`src/rtl/change_return_sequencer.sv`:
```
// change_return_sequencer
// Returns a latched customer balance as coins, largest eligible denomination
// first. Each coin is offered to the hopper over a valid/ack handshake. The
// sequence ends with o_done when the balance is zero, or with o_error when no
// coin fits or the hopper fails to acknowledge in time.
module change_return_sequencer #(
    parameter int NUM_COINS   = 3,
    parameter int TOTAL_BITS  = 31,
    parameter int COIN0_VALUE = 100,
    parameter int COIN1_VALUE = 500,
    parameter int COIN2_VALUE = 1000,
    parameter int ACK_TIMEOUT = 15
) (
    input  logic                  clk,
    input  logic                  reset_n,
    input  logic                  i_start_return,
    input  logic [TOTAL_BITS-1:0] i_total,
    input  logic [NUM_COINS-1:0]  i_stock_empty,
    input  logic                  i_coin_ack,
    output logic                  o_coin_valid,
    output logic [NUM_COINS-1:0]  o_coin_sel,
    output logic                  o_busy,
    output logic                  o_done,
    output logic                  o_error,
    output logic [TOTAL_BITS-1:0] o_remaining,
    output logic [7:0]            o_coin_count
);

    localparam int TMR_W = $clog2(ACK_TIMEOUT + 1);

    typedef enum logic [1:0] {
        IDLE   = 2'd0,
        SELECT = 2'd1,
        OFFER  = 2'd2
    } state_t;

    // Denomination table. Indices beyond the three defined coins have value
    // zero and are never eligible.
    function automatic logic [TOTAL_BITS-1:0] coin_value(input int k);
        case (k)
            0:       return TOTAL_BITS'(COIN0_VALUE);
            1:       return TOTAL_BITS'(COIN1_VALUE);
            2:       return TOTAL_BITS'(COIN2_VALUE);
            default: return '0;
        endcase
    endfunction

    state_t                state_reg, state_next;
    logic                  coin_valid_reg, coin_valid_next;
    logic [NUM_COINS-1:0]  coin_sel_reg, coin_sel_next;
    logic                  busy_reg, busy_next;
    logic                  done_reg, done_next;
    logic                  error_reg, error_next;
    logic [TOTAL_BITS-1:0] remaining_reg, remaining_next;
    logic [7:0]            coin_count_reg, coin_count_next;
    logic [TMR_W-1:0]      timer_reg, timer_next;

    logic [NUM_COINS-1:0]  eligible;
    logic [NUM_COINS-1:0]  pick_sel;
    logic                  pick_found;
    logic [TOTAL_BITS-1:0] offer_value;

    // A coin is eligible when it is stocked and does not exceed the balance.
    generate
        for (genvar gi = 0; gi < NUM_COINS; gi++) begin : g_eligible
            assign eligible[gi] = !i_stock_empty[gi]
                                && (coin_value(gi) != '0)
                                && (coin_value(gi) <= remaining_reg);
        end
    endgenerate

    // Greedy pick: the highest eligible index wins.
    always_comb begin
        pick_sel   = '0;
        pick_found = 1'b0;
        for (int k = 0; k < NUM_COINS; k++) begin
            if (eligible[k]) begin
                pick_sel    = '0;
                pick_sel[k] = 1'b1;
                pick_found  = 1'b1;
            end
        end
    end

    // Value of the coin currently on offer, decoded from the one-hot select.
    always_comb begin
        offer_value = '0;
        for (int k = 0; k < NUM_COINS; k++) begin
            if (coin_sel_reg[k]) begin
                offer_value = offer_value | coin_value(k);
            end
        end
    end

    // Next-state and registered-output logic of the return sequence.
    always_comb begin
        state_next      = state_reg;
        coin_valid_next = coin_valid_reg;
        coin_sel_next   = coin_sel_reg;
        done_next       = 1'b0;
        error_next      = 1'b0;
        remaining_next  = remaining_reg;
        coin_count_next = coin_count_reg;
        timer_next      = timer_reg;

        case (state_reg)
            IDLE: begin
                if (i_start_return) begin
                    remaining_next  = i_total;
                    coin_count_next = '0;
                    state_next      = SELECT;
                end
            end
            SELECT: begin
                if (remaining_reg == '0) begin
                    done_next  = 1'b1;
                    state_next = IDLE;
                end else if (pick_found) begin
                    coin_sel_next   = pick_sel;
                    coin_valid_next = 1'b1;
                    timer_next      = '0;
                    state_next      = OFFER;
                end else begin
                    error_next = 1'b1;
                    state_next = IDLE;
                end
            end
            OFFER: begin
                // An ack arriving on the timeout cycle still counts.
                if (i_coin_ack) begin
                    remaining_next  = remaining_reg - offer_value;
                    if (coin_count_reg != 8'hFF) begin
                        coin_count_next = coin_count_reg + 8'd1;
                    end
                    coin_valid_next = 1'b0;
                    coin_sel_next   = '0;
                    state_next      = SELECT;
                end else if ((timer_reg + 1'b1) == TMR_W'(ACK_TIMEOUT)) begin
                    error_next      = 1'b1;
                    coin_valid_next = 1'b0;
                    coin_sel_next   = '0;
                    timer_next      = '0;
                    state_next      = IDLE;
                end else begin
                    timer_next = timer_reg + 1'b1;
                end
            end
            default: begin
                coin_valid_next = 1'b0;
                coin_sel_next   = '0;
                state_next      = IDLE;
            end
        endcase

        busy_next = (state_next != IDLE);
    end

    // State and output registers with synchronous active-low reset.
    always_ff @(posedge clk) begin
        if (!reset_n) begin
            state_reg      <= IDLE;
            coin_valid_reg <= 1'b0;
            coin_sel_reg   <= '0;
            busy_reg       <= 1'b0;
            done_reg       <= 1'b0;
            error_reg      <= 1'b0;
            remaining_reg  <= '0;
            coin_count_reg <= '0;
            timer_reg      <= '0;
        end else begin
            state_reg      <= state_next;
            coin_valid_reg <= coin_valid_next;
            coin_sel_reg   <= coin_sel_next;
            busy_reg       <= busy_next;
            done_reg       <= done_next;
            error_reg      <= error_next;
            remaining_reg  <= remaining_next;
            coin_count_reg <= coin_count_next;
            timer_reg      <= timer_next;
        end
    end

    assign o_coin_valid = coin_valid_reg;
    assign o_coin_sel   = coin_sel_reg;
    assign o_busy       = busy_reg;
    assign o_done       = done_reg;
    assign o_error      = error_reg;
    assign o_remaining  = remaining_reg;
    assign o_coin_count = coin_count_reg;

endmodule

```
`config.mk`:
```
export PLATFORM = sky130hd
export DESIGN_NAME = change_return_sequencer
export DESIGN_NICKNAME = d
export VERILOG_FILES = /design/src/rtl/change_return_sequencer.sv
export SDC_FILE = /design/constraint.sdc
export NUM_CORES = 1
export LEC_CHECK = 0
export CORE_ASPECT_RATIO = 1.25
export CORE_MARGIN = 3
export CORE_UTILIZATION = 35
export CTS_BUF_LIST = sky130_fd_sc_hd__clkbuf_8 sky130_fd_sc_hd__clkbuf_16
export DETAILED_ROUTE_END_ITERATION = 10
export PLACE_DENSITY = 0.59
export SETUP_SLACK_MARGIN = 0.4
export SLEW_MARGIN = 20
export SYNTH_ARGS = -nofsm -noshare
export SYNTH_HDL_FRONTEND = slang
export SYNTH_SLANG_ARGS = --single-unit
```
`constraint.sdc`:
```
create_clock -name clk -period 2.6 [get_ports clk]
set_input_delay 0.26 -clock clk [delete_from_list [all_inputs] [get_ports clk]]
set_output_delay 0.26 -clock clk [all_outputs]
set_load 0.1 [all_outputs]
```
== Word-level counts from Yosys, hierarchy flattened ==
Cells that the tools add are included.
Storage, ports and cells
  output and inout bits: 46
  register bits: 52
  logic and storage cells: 90
  input port bits: 38
Cells by class
  magnitude comparators: 3
  equal/unequal tests: 11
  bitwise operators: 3
  muxes and demuxes: 45
  $add $sub $neg: 3
  reductions and logical operators: 16
Operators by type and width (count)
  $mux 31: 6
  $or 31x31->31: 2
  $pmux 31 s2: 1
  $le 10x31->1 const A: 1
  $le 7x31->1 const A: 1
  $le 9x31->1 const A: 1
  $logic_not 31->1: 1
  $sub 31x31->31: 1
  $mux 8: 3
  $mux 4: 4
  $pmux 8 s2: 1
  $mux 3: 5
  $mux 1: 13
  $mux 2: 6
  $ne 2x2->1 const B: 6
  $reduce_and 4->1: 3
  $pmux 3 s3: 1
  $add 8x1->8 const B: 1
  $ne 8x8->1 const B: 1
  $pmux 4 s2: 1
  $mux 7: 1
  $pmux 2 s3: 1
  $reduce_bool 2->1: 3
  $add 4x1->4 const B: 1
  other kinds (12): 16

== Longest topological paths before layout ==
Gate-level depths: netlist (run 1).
  depth in word-level cells: 9
  depth in mapped cells: 11
  depth with buffers taken out: 10

== Worst setup path before layout (run 1) ==
No wires, ideal clock.
  kind: register to register
  from: register coin_sel_reg[1] (netlist: o_coin_sel[1])
  to: register remaining_reg[26] (netlist: o_remaining[26])
  clock period less this slack: 3.045 ns
  library setup time: 0.075 ns
  data required time: 2.525 ns
  path buffers: 0
  cell stages (with the launch flop): 11
  arrival time: 2.970 ns
  slack: -0.445 ns
  cell sequence: dfxtp_1 or2_2 ha_1 fa_1 nor2b_1 o2111ai_1 nand3_1 and2_1 or3_1 or4_1 a31oi_1
Between the ends
  longest elaborated chain between the ends: 6
Ends and longest elaborated chain
  start, declared: RTL line 50  | logic [NUM_COINS-1:0] coin_sel_reg, coin_sel_next;
  start signal, assigned: RTL line 173  | coin_sel_reg <= coin_sel_next;
  $mux 31 (*): RTL line 89  | if (coin_sel_reg[k]) begin
  $or 31x31->31: RTL line 90  | offer_value = offer_value | coin_value(k);
  $mux 31 (*): RTL line 89
  $sub 31x31->31 (*): RTL line 131  | remaining_next = remaining_reg - offer_value;
  $mux 31 (*): RTL line 130  | if (i_coin_ack) begin
  $pmux 31 s2 (*): RTL line 106  | case (state_reg)
  end signal, assigned: RTL line 177  | remaining_reg <= remaining_next;
  end, declared: RTL line 54  | logic [TOTAL_BITS-1:0] remaining_reg, remaining_next;
Mark *: on every way between the ends. The rest lies on a longest branch, timed or not. The select of a mux whose other input is x is not followed.
A chain may end at the register's enable or synchronous reset.

== Worst setup path in the final report (run 1) ==
  from: register coin_sel_reg[2] (netlist: o_coin_sel[2])
  to: register remaining_reg[29] (netlist: o_remaining[29])
Between the ends
  longest elaborated chain between the ends: 4
Ends and longest elaborated chain (RTL line)
  $mux 31: 89
  $sub 31x31->31: 131
  $mux 31: 130
  $pmux 31 s2: 106
Every way passes these cells. The select of a mux whose other input is x is not followed.

==> results of run 1 <==
[final cells by class]
type / count / area, sq um
inverter: 20 / 77.6
clock inverter: 2 / 10.0
sequential: 52 / 1110
clock buffer: 6 / 139
multi-input combinational: 324 / 2600
fill: 826 / 4140
timing repair buffer: 129 / 1080
tap: 123 / 154
[worst max-delay path, stage by stage, from the launching register on]
cell	delay [ns]
dfxtp_4	0.37
buf_4	0.14
nor2_2	0.21
ha_4	0.20
inv_1	0.09
a21oi_2	0.15
nor2_2	0.07
a311oi_4	0.35
buf_6	0.17
nor3_4	0.05
buf_4	0.14
and3_1	0.14
o32ai_1	0.21
[routing by layer]
layer,vias to the layer above,global-route usage (%),wire length (microns),share of wire (%)
li1,1782,-,-,-
met1,1763,24.8,4830,42
met2,86,35.2,5880,51
met3,19,3.87,458,4.0
met4,0,10.2,328,2.9
met5,-,0,0,0
[path summary, 6_finish.rpt]
path,from,endpoint,slack [ns],cells after the start
setup / recovery,o_coin_sel[2],o_remaining[29],0.19,12
hold / removal,o_remaining[17],o_remaining[17],0.49,2
setup reg to reg,o_coin_sel[2],o_remaining[29],0.19,12
hold reg to reg,o_remaining[17],o_remaining[17],0.49,2
[power groups by stage]
stage          logic, mW  registers, mW  clock network, mW
2_1_floorplan       1.07           1.83                  0
3_5_place_dp        2.35           1.13                  0
6_report            2.92           1.14              0.692
5_1_grt             3.09           1.16              0.746
4_1_cts             2.51           1.11              0.715
3_3_place_gp        2.34           1.12                  0
[synth_stat cells (2+ instances only)]
library cell,count
a41oi_1,2
nand2_1,26
mux2i_1,4
nand3_1,18
o41ai_1,2
nor4_1,9
a21o_1,2
or4_1,5
nand4_1,7
xnor2_1,5
nor4b_1,2
nor3_2,3
xor2_1,7
o21ai_1,5
nor2b_1,5
or2_2,2
ha_1,16
nor2_1,40
o22ai_1,6
inv_1,18
and2_1,4
dfxtp_1,52
a31o_2,2
a31oi_1,6
nand3b_1,3
clkinv_1,2
or3_1,7
a21boi_0,3
nor3_1,11
clkbuf_1,14
a22oi_1,3
o21ai_0,18
and3_1,9
o21a_1,6
buf_1,3
o211ai_1,3
a211oi_1,12
nand2b_1,6
nor3b_1,3
buf_2,2
a21oi_1,32
and4_1,5
[timing repair]
action                     in CTS  in global routing
resized for setup              17                 51
buffers inserted               15                 15
setup endpoints to repair      35                 39
pin swaps                      12                 27
hold buffers                    0                  0
[placed cells by master, fill, tap and decap left out, types with 6 or more instances in the layout]
master,n
buf_4,86
clkdlybuf4s50_1,37
nor2_1,35
dfxtp_2,31
a21oi_1,26
nand2_1,24
nand3_1,17
inv_1,16
dfxtp_1,13
o21ai_0,10
a211oi_1,10
and3_1,9
ha_1,8
dfxtp_4,8
nor3_1,7
nand4_1,7
o21ai_1,7
xor2_1,7
ha_4,7
o21a_1,6
a21oi_2,6
o22ai_1,6
buf_6,6
[cell families after synthesis]
family                     count (synthesis)  share of synthesized area, %
and+or+nand+nor                          171                          27.8
AOI/OAI and AO/OA                        119                          25.5
DFF                                       52                          30.7
buffers and inverters                     41                          4.94
adders and majority gates                 17                          6.49
xor gates and xnor gates                  12                          3.10
muxes                                      5                          1.51
[through the flow]
stage	total power, mW	instance area, sq um	util (%)
floorplan	2.90	3560	-
global placement	3.46	4450	47.8
detailed placement	3.48	4450	47.8
CTS	4.34	4800	51.6
global route	5.00	5180	55.5
finish	4.75	5180	55.5
==> results.toml, run 1 <==
[power]
ir_worst_vdd_mv = 0.412
internal-power_mw = 2.37
p_per_area_nw_per_um2 = 918
pwr-share-clk_pct = 14.6
seq_power_share_pct = 23.9
leakage_nw = 2.00
switching_share_pct = 50.1
p_switching_mw = 2.38
power_frac_comb_pct = 61.5

[yosys]
synth_edf_count = 0
ys_seq_area_share_pct = 30.7
synth.net_count = 472
ys.flop_type = "dfxtp_1"
ys_types = 69
yosysTopAreaCellShare_pct = 30.7
synthArstFlopShare_pct = 0
yosysWarnings = 0
synth_seq_cells = 52
synth_area_sq_um = 3390
synth_area_leaders = "dfxtp_1 (31%), ha_1 (5.9%), a21oi_1 (4.7%), nor2_1 (4.4%), nand2_1 (2.9%)"
synth_area_per_cell_sq_um = 8.14
synth_top_cell_by_area = "dfxtp_1"
syn_inst = 417

[sta]
fin_skew_ns = 0.00798
finalWorstSetupSlack_ns = 0.190
rsz0062_at_grt = "true"
period_minus_slack_ns = 2.41
drv_slew = 0
fin_setup_tns_ns = 0
setup_viol = 0
post-route-period-util_pct = 92.7
finalHoldViolCount = 0
fmaxAchievable_mhz = 415
holdWs_ns = 0.492
max-slew-margin-rel_pct = 58.9
worst_pin_slew_ns = 0.610

[setup_path]
endpoint_kind = "flop"
crit_path_start_kind = "flop"
timing_worst_setup_path_type = "reg2reg"
arrival_ns = 2.62
critPathMaxFanout = 4
worstPathRequired_ns = 2.81

[final_layout]
largest_register_ffs = 31
areaGrowthSynthToFinish_pct = 52.5
final_layout_size_suffix_gt1_share_pct = 40.3
finalNonFillerCells = 656
final_nets = 587
diodes = 0

[clock_network]
ctsHtreeMaxLevel = 2
clk_path_buf_depth = 2
clock_latency_ns = 0.30
clk_pin_slew_ns = 0.07
cts_root_buf = "clkbuf_16"
cts_tree = "yes"
cts_sinks = 52
cts_buffers = 5

[global_routing]
grt_max_degree = 29
grt_pass1_wl_microns = 17700
overflow = 0
grt.total_usage_pct = 20.6
grt_pass1_vias = 3595
antenna_found_initial = 0

[die]
io_pins = 84
die_w_microns = 94.1
coreArea_sq_um = 9320
die_h_microns = 116
core.rowCount = 39
die_area_sq_um = 10900
start_util_pct = 36.4

[placement]
place.gp.congestion = 0.802
dp_hpwl_microns = 8020
dp_slack_ns = 0.116
portBuffers = 83
dp_cells = 618

[route]
routed_wirelength_microns = 11500
drc = 0
ant_nets = 0
via_per_inst = 5.56
num_vias = 3650
wire_per_inst_microns = 17.5
dr.pass1.iters = 4
drt_iter0_markers = 111

[run_status]
status = "completed"

[flow_run]
cap_violations = 0

[worst_hold_path]
hold_path.class = "reg2reg"
Power figures use the tool's default switching activity.
==> inputs of run 2 (changes only) <==
CAP_MARGIN = 30   (was not set)
CORE_UTILIZATION = 45   (was 35)
PLACE_DENSITY = 0.74   (was 0.59)
==> results.toml, run 2 (synthesis gave the netlist of run 1 again) <==
[power]
finalPower_mw = 4.55
ir_worst_vdd_mv = 0.467
p_per_area_nw_per_um2 = 893
leakage_nw = 1.95

[flow_run]
cap_violations = 0

[clock_network]
cts_tree = "yes"
clk_path_buf_depth = 2
cts_sinks = 52
clock_latency_ns = 0.31
clk_pin_slew_ns = 0.10
cts_root_buf = "clkbuf_8"
ctsHtreeMaxLevel = 2
cts_buffers = 5

[setup_path]
arrival_ns = 2.59
crit_family = "simple AND/OR/NAND/NOR gates"
worstPathRequired_ns = 2.84
crit_slowest_cell = "or4_1"
critPathMaxStageDelay_ns = 0.41
endpoint_kind = "flop"
crit_path_start_kind = "flop"
crit_chain = "nor3_4 > ha_4 > and2_4 > o21ai_4 > nand3_2 > and2_4 > or3_4 > or4_1 > a31oi_1"
critPathMaxFanout = 5
cp.buffers_inverters = 0
cp_common_cell = "and2_4"
timing_worst_setup_path_type = "reg2reg"

[die]
start_util_pct = 47.5
io_pins = 84
coreArea_sq_um = 7150
core.rowCount = 34
die_area_sq_um = 8630
die_h_microns = 103
die_w_microns = 83.7

[sta]
worst_pin_slew_ns = 0.696
fmaxAchievable_mhz = 426
drv_slew = 0
holdWs_ns = 0.501
post-route-period-util_pct = 90.2
period_minus_slack_ns = 2.35
setup_viol = 0
fin_setup_tns_ns = 0
max-slew-margin-rel_pct = 53.2
rsz0062_at_grt = "true"
finalHoldViolCount = 0
fin_skew_ns = 0.0109

[final_layout]
final_common_cell = "buf_4"
utilization_pct = 71.3
multi_input_area_sq_um = 2620
diodes = 0
fillCellCount = 549
final_layout_size_suffix_gt1_share_pct = 39.4
final_nets = 584
areaGrowthSynthToFinish_pct = 50.1
regArea_sq_um = 1110
layout_common_cells = "buf_4 (80), clkdlybuf4s50_1 (37), nor2_1 (35), dfxtp_2 (29), a21oi_1 (25)"
largest_register_ffs = 31

[global_routing]
grt_max_degree = 31
grt_pass1_vias = 3396
grt.total_usage_pct = 23.6
overflow = 0
antenna_found_initial = 0
grt_pass1_wl_microns = 16600

[route]
dr.pass1.iters = 5
met3WireLength_microns = 613
ant_nets = 0
met1Wirelength_microns = 4650
top_layer = "met4"
drc = 0
via_per_inst = 5.92
wire_per_inst_microns = 17.6
dr_wl_met2_microns = 5440
num_vias = 3672
drt_iter0_markers = 251
routed_wirelength_microns = 10900

[worst_hold_path]
hold_path.class = "reg2reg"

[placement]
place.gp.congestion = 0.856
portBuffers = 83
dp_hpwl_microns = 7660

[run_status]
status = "completed"
run 2: layout make-up:
type | instances | share of cell area (%)
multi-input combinational | 324 | 51.5
sequential | 52 | 21.8
timing repair buffer | 126 | 21.4
tap | 90 | 2.21
inverter | 20 | 1.52
clock buffer | 5 | 1.35
clock inverter | 3 | 0.246
run 2: report_power, final:
group | internal (mW) | switching (mW) | leakage [nW] | total [mW]
clock network | 0.183 | 0.281 | 0.0505 | 0.463
logic | 1.08 | 1.87 | 1.46 | 2.96
registers | 0.932 | 0.195 | 0.443 | 1.13
total | 2.20 | 2.35 | 1.95 | 4.55
run 2: through the flow:
| stage | area (sq um) | cells | worst slack, ns |
|---|---|---|---|
| after global routing | 5090 | 620 | 0.185 |
| after floorplan | 3560 | 417 | 0.146 |
| final | 5090 | 620 | 0.254 |
| after CTS | 4650 | 605 | 0.249 |
| after detailed placement | 4410 | 585 | 0.0899 |
| after global placement | 4410 | 585 | 0.177 |
run 2: timing repair:
action                     in CTS  in global routing
setup buffers                  12                 15
gates resized for setup        15                 56
pin swaps                       8                 21
setup endpoints to repair      30                 40
gates cloned                    0                  0
hold buffers                    0                  0
run 2: layer usage:
layer | up-vias | track usage (%)
li1 | 1787 | -
met1 | 1737 | 29.6
met2 | 125 | 40.7
met3 | 23 | 4.64
met4 | 0 | 8.29
met5 | - | 0
run 2: worst min-delay path, cell delays in order (launching register included):
cell and delay, ns:
dfxtp_2 0.36, nand2_1 0.06, o22ai_1 0.05
run 2: path summary, 6_finish.rpt:
path	start	endpoint	slack (ns)	cells after the start
setup / recovery	o_coin_sel[1]	o_remaining[26]	0.25	9
hold / removal	o_remaining[17]	o_remaining[17]	0.50	2
setup reg to reg	o_coin_sel[1]	o_remaining[26]	0.25	9
hold reg to reg	o_remaining[17]	o_remaining[17]	0.50	2
==> inputs of run 3 (changes only) <==
GPL_TIMING_DRIVEN = 0   (was not set)
==> results.toml, run 3 (synthesis gave the netlist of run 1 again) <==
[placement]
place.gp.congestion = 0.919
post_dp_cell_area_sq_um = 4490
portBuffers = 82
dp_slack_ns = -0.269
dp_cells = 589
dp_hpwl_microns = 8410

[sta]
drv_slew = 0
period_minus_slack_ns = 2.41
fin_skew_ns = 0.0185
worst_pin_slew_ns = 1.00
setup_viol = 0
rsz0062_at_grt = "true"
fmaxAchievable_mhz = 415
max-slew-margin-rel_pct = 33.0
finalWorstSetupSlack_ns = 0.192
post-route-period-util_pct = 92.6
finalHoldViolCount = 0

[route]
via_per_inst = 6.25
num_vias = 3934
ant_nets = 0
dr.pass1.iters = 6
drt_iter0_markers = 313
drc = 0
routed_wirelength_microns = 12800
wire_per_inst_microns = 20.3

[power]
p_per_area_nw_per_um2 = 885
finalPower_mw = 4.62
ir_worst_vdd_mv = 0.633
leakage_nw = 1.96

[global_routing]
overflow = 0
grt_max_degree = 15
grt_pass1_wl_microns = 19100
grt_pass1_vias = 3683
antenna_found_initial = 0
grt.total_usage_pct = 27.8

[setup_path]
worstReg2RegEnd = "o_remaining[26]"
crit_path_start_kind = "flop"
ff2ff_setup_slack_ns = 0.19
rr_startpoint = "o_coin_sel[1]"
endpoint_kind = "flop"
rr_worst_depth = 10
arrival_ns = 2.64
critPathMaxFanout = 5
timing_worst_setup_path_type = "reg2reg"
worstPathRequired_ns = 2.83

[final_layout]
largest_register_ffs = 31
final_layout_size_suffix_gt1_share_pct = 30.6
utilization_pct = 73.0
layout_common_cells = "clkdlybuf4s50_1 (77), nor2_1 (35), dfxtp_2 (28), buf_4 (27), a21oi_1 (26)"
final_nets = 594
final_area_sq_um = 5220
final_common_cell = "clkdlybuf4s50_1"
areaGrowthSynthToFinish_pct = 53.7
diodes = 0
finalNonFillerCells = 629

[die]
start_util_pct = 47.5
die_h_microns = 103
die_area_sq_um = 8630
io_pins = 84
die_w_microns = 83.7
coreArea_sq_um = 7150
core.rowCount = 34

[clock_network]
cts_buffers = 5
cts_sinks = 52
cts_root_buf = "clkbuf_8"
clk_pin_slew_ns = 0.11
clk_path_buf_depth = 2
cts_tree = "yes"
clock_latency_ns = 0.31
cts_hold_buf = 0
ctsHtreeMaxLevel = 2

[flow_run]
cap_violations = 0

[worst_hold_path]
min_from = "reset_n"
whs_endpoint = "state_reg[1]"
hold_path.class = "in2reg"
whs_path_depth = 3

[run_status]
status = "completed"
## run 3: cell count changes in the layout (fill, tap and decap cells not counted), sizes merged
| cell | previous run | this run |
|---|---|---|
| dlymetal6s2s | 0 | 5 |
| clkbuf | 5 | 19 |
| inv | 20 | 19 |
| clkdlybuf4s50 | 37 | 77 |
| buf | 89 | 40 |
## run 3: layout make-up
cell class,count,area [sq um]
Clock buffer,5,68.8
Inverter,20,75.1
Sequential cell,52,1120
Fill cell,555,1930
Clock inverter,2,8.76
Buffer,21,124
Timing Repair Buffer,115,1110
Tap cell,90,113
Multi-Input combinational cell,324,2600
## run 3: worst max-delay path by stage
stage / cells past startpoint / slack [ns] / from / end
6_report: 10 / 0.19 / o_coin_sel[1] / o_remaining[26]
5_1_grt: 10 / 0.10 / o_coin_sel[1] / o_remaining[26]
2_1_floorplan: 10 / 0.15 / o_coin_sel[1] / o_remaining[26]
3_5_place_dp: 8 / -0.27 / i_coin_ack / o_remaining[19]
4_1_cts: 10 / 0.22 / o_coin_sel[1] / o_remaining[26]
3_3_place_gp: 8 / -0.22 / i_coin_ack / o_remaining[19]
## run 3: worst max-delay path: stages, from the launching register on
cell,delay [ns]
dfxtp_4,0.40
or2_4,0.13
ha_4,0.13
fa_2,0.23
nor2b_4,0.05
o2111ai_4,0.20
nand3_2,0.12
and2_4,0.16
or3_4,0.32
or4_1,0.40
a31oi_1,0.18
## run 3: repair_timing
action	CTS	global route
gates cloned	0	1
buffers inserted	22	10
pin swaps	15	39
setup endpoints to repair	43	45
gates resized for setup	39	50
## run 3: power by group
group / internal (mW) / switching, mW / leakage (nW) / total (mW)
Sequential: 0.934 / 0.190 / 0.444 / 1.12
Combinational: 1.09 / 1.93 / 1.47 / 3.03
Clock: 0.181 / 0.287 / 0.0452 / 0.468
Total: 2.21 / 2.41 / 1.96 / 4.62
## run 3: through the flow
step | setup TNS (ns) | hold WS [ns]
after global placement | -1.42 | 0.457
after global routing | 0 | 0.430
after floorplan | 0 | 0.422
after CTS | 0 | 0.393
final | 0 | 0.429
after detailed placement | -1.94 | 0.474
## run 3: routing by layer
| metal | vias up | GRT usage, % | wire length [microns] |
|---|---|---|---|
| met5 | - | 0 | 0 |
| met4 | 0 | 9.41 | 331 |
| met3 | 35 | 5.52 | 928 |
| met2 | 212 | 49.5 | 6440 |
| met1 | 1873 | 33.8 | 5050 |
| li1 | 1814 | - | - |
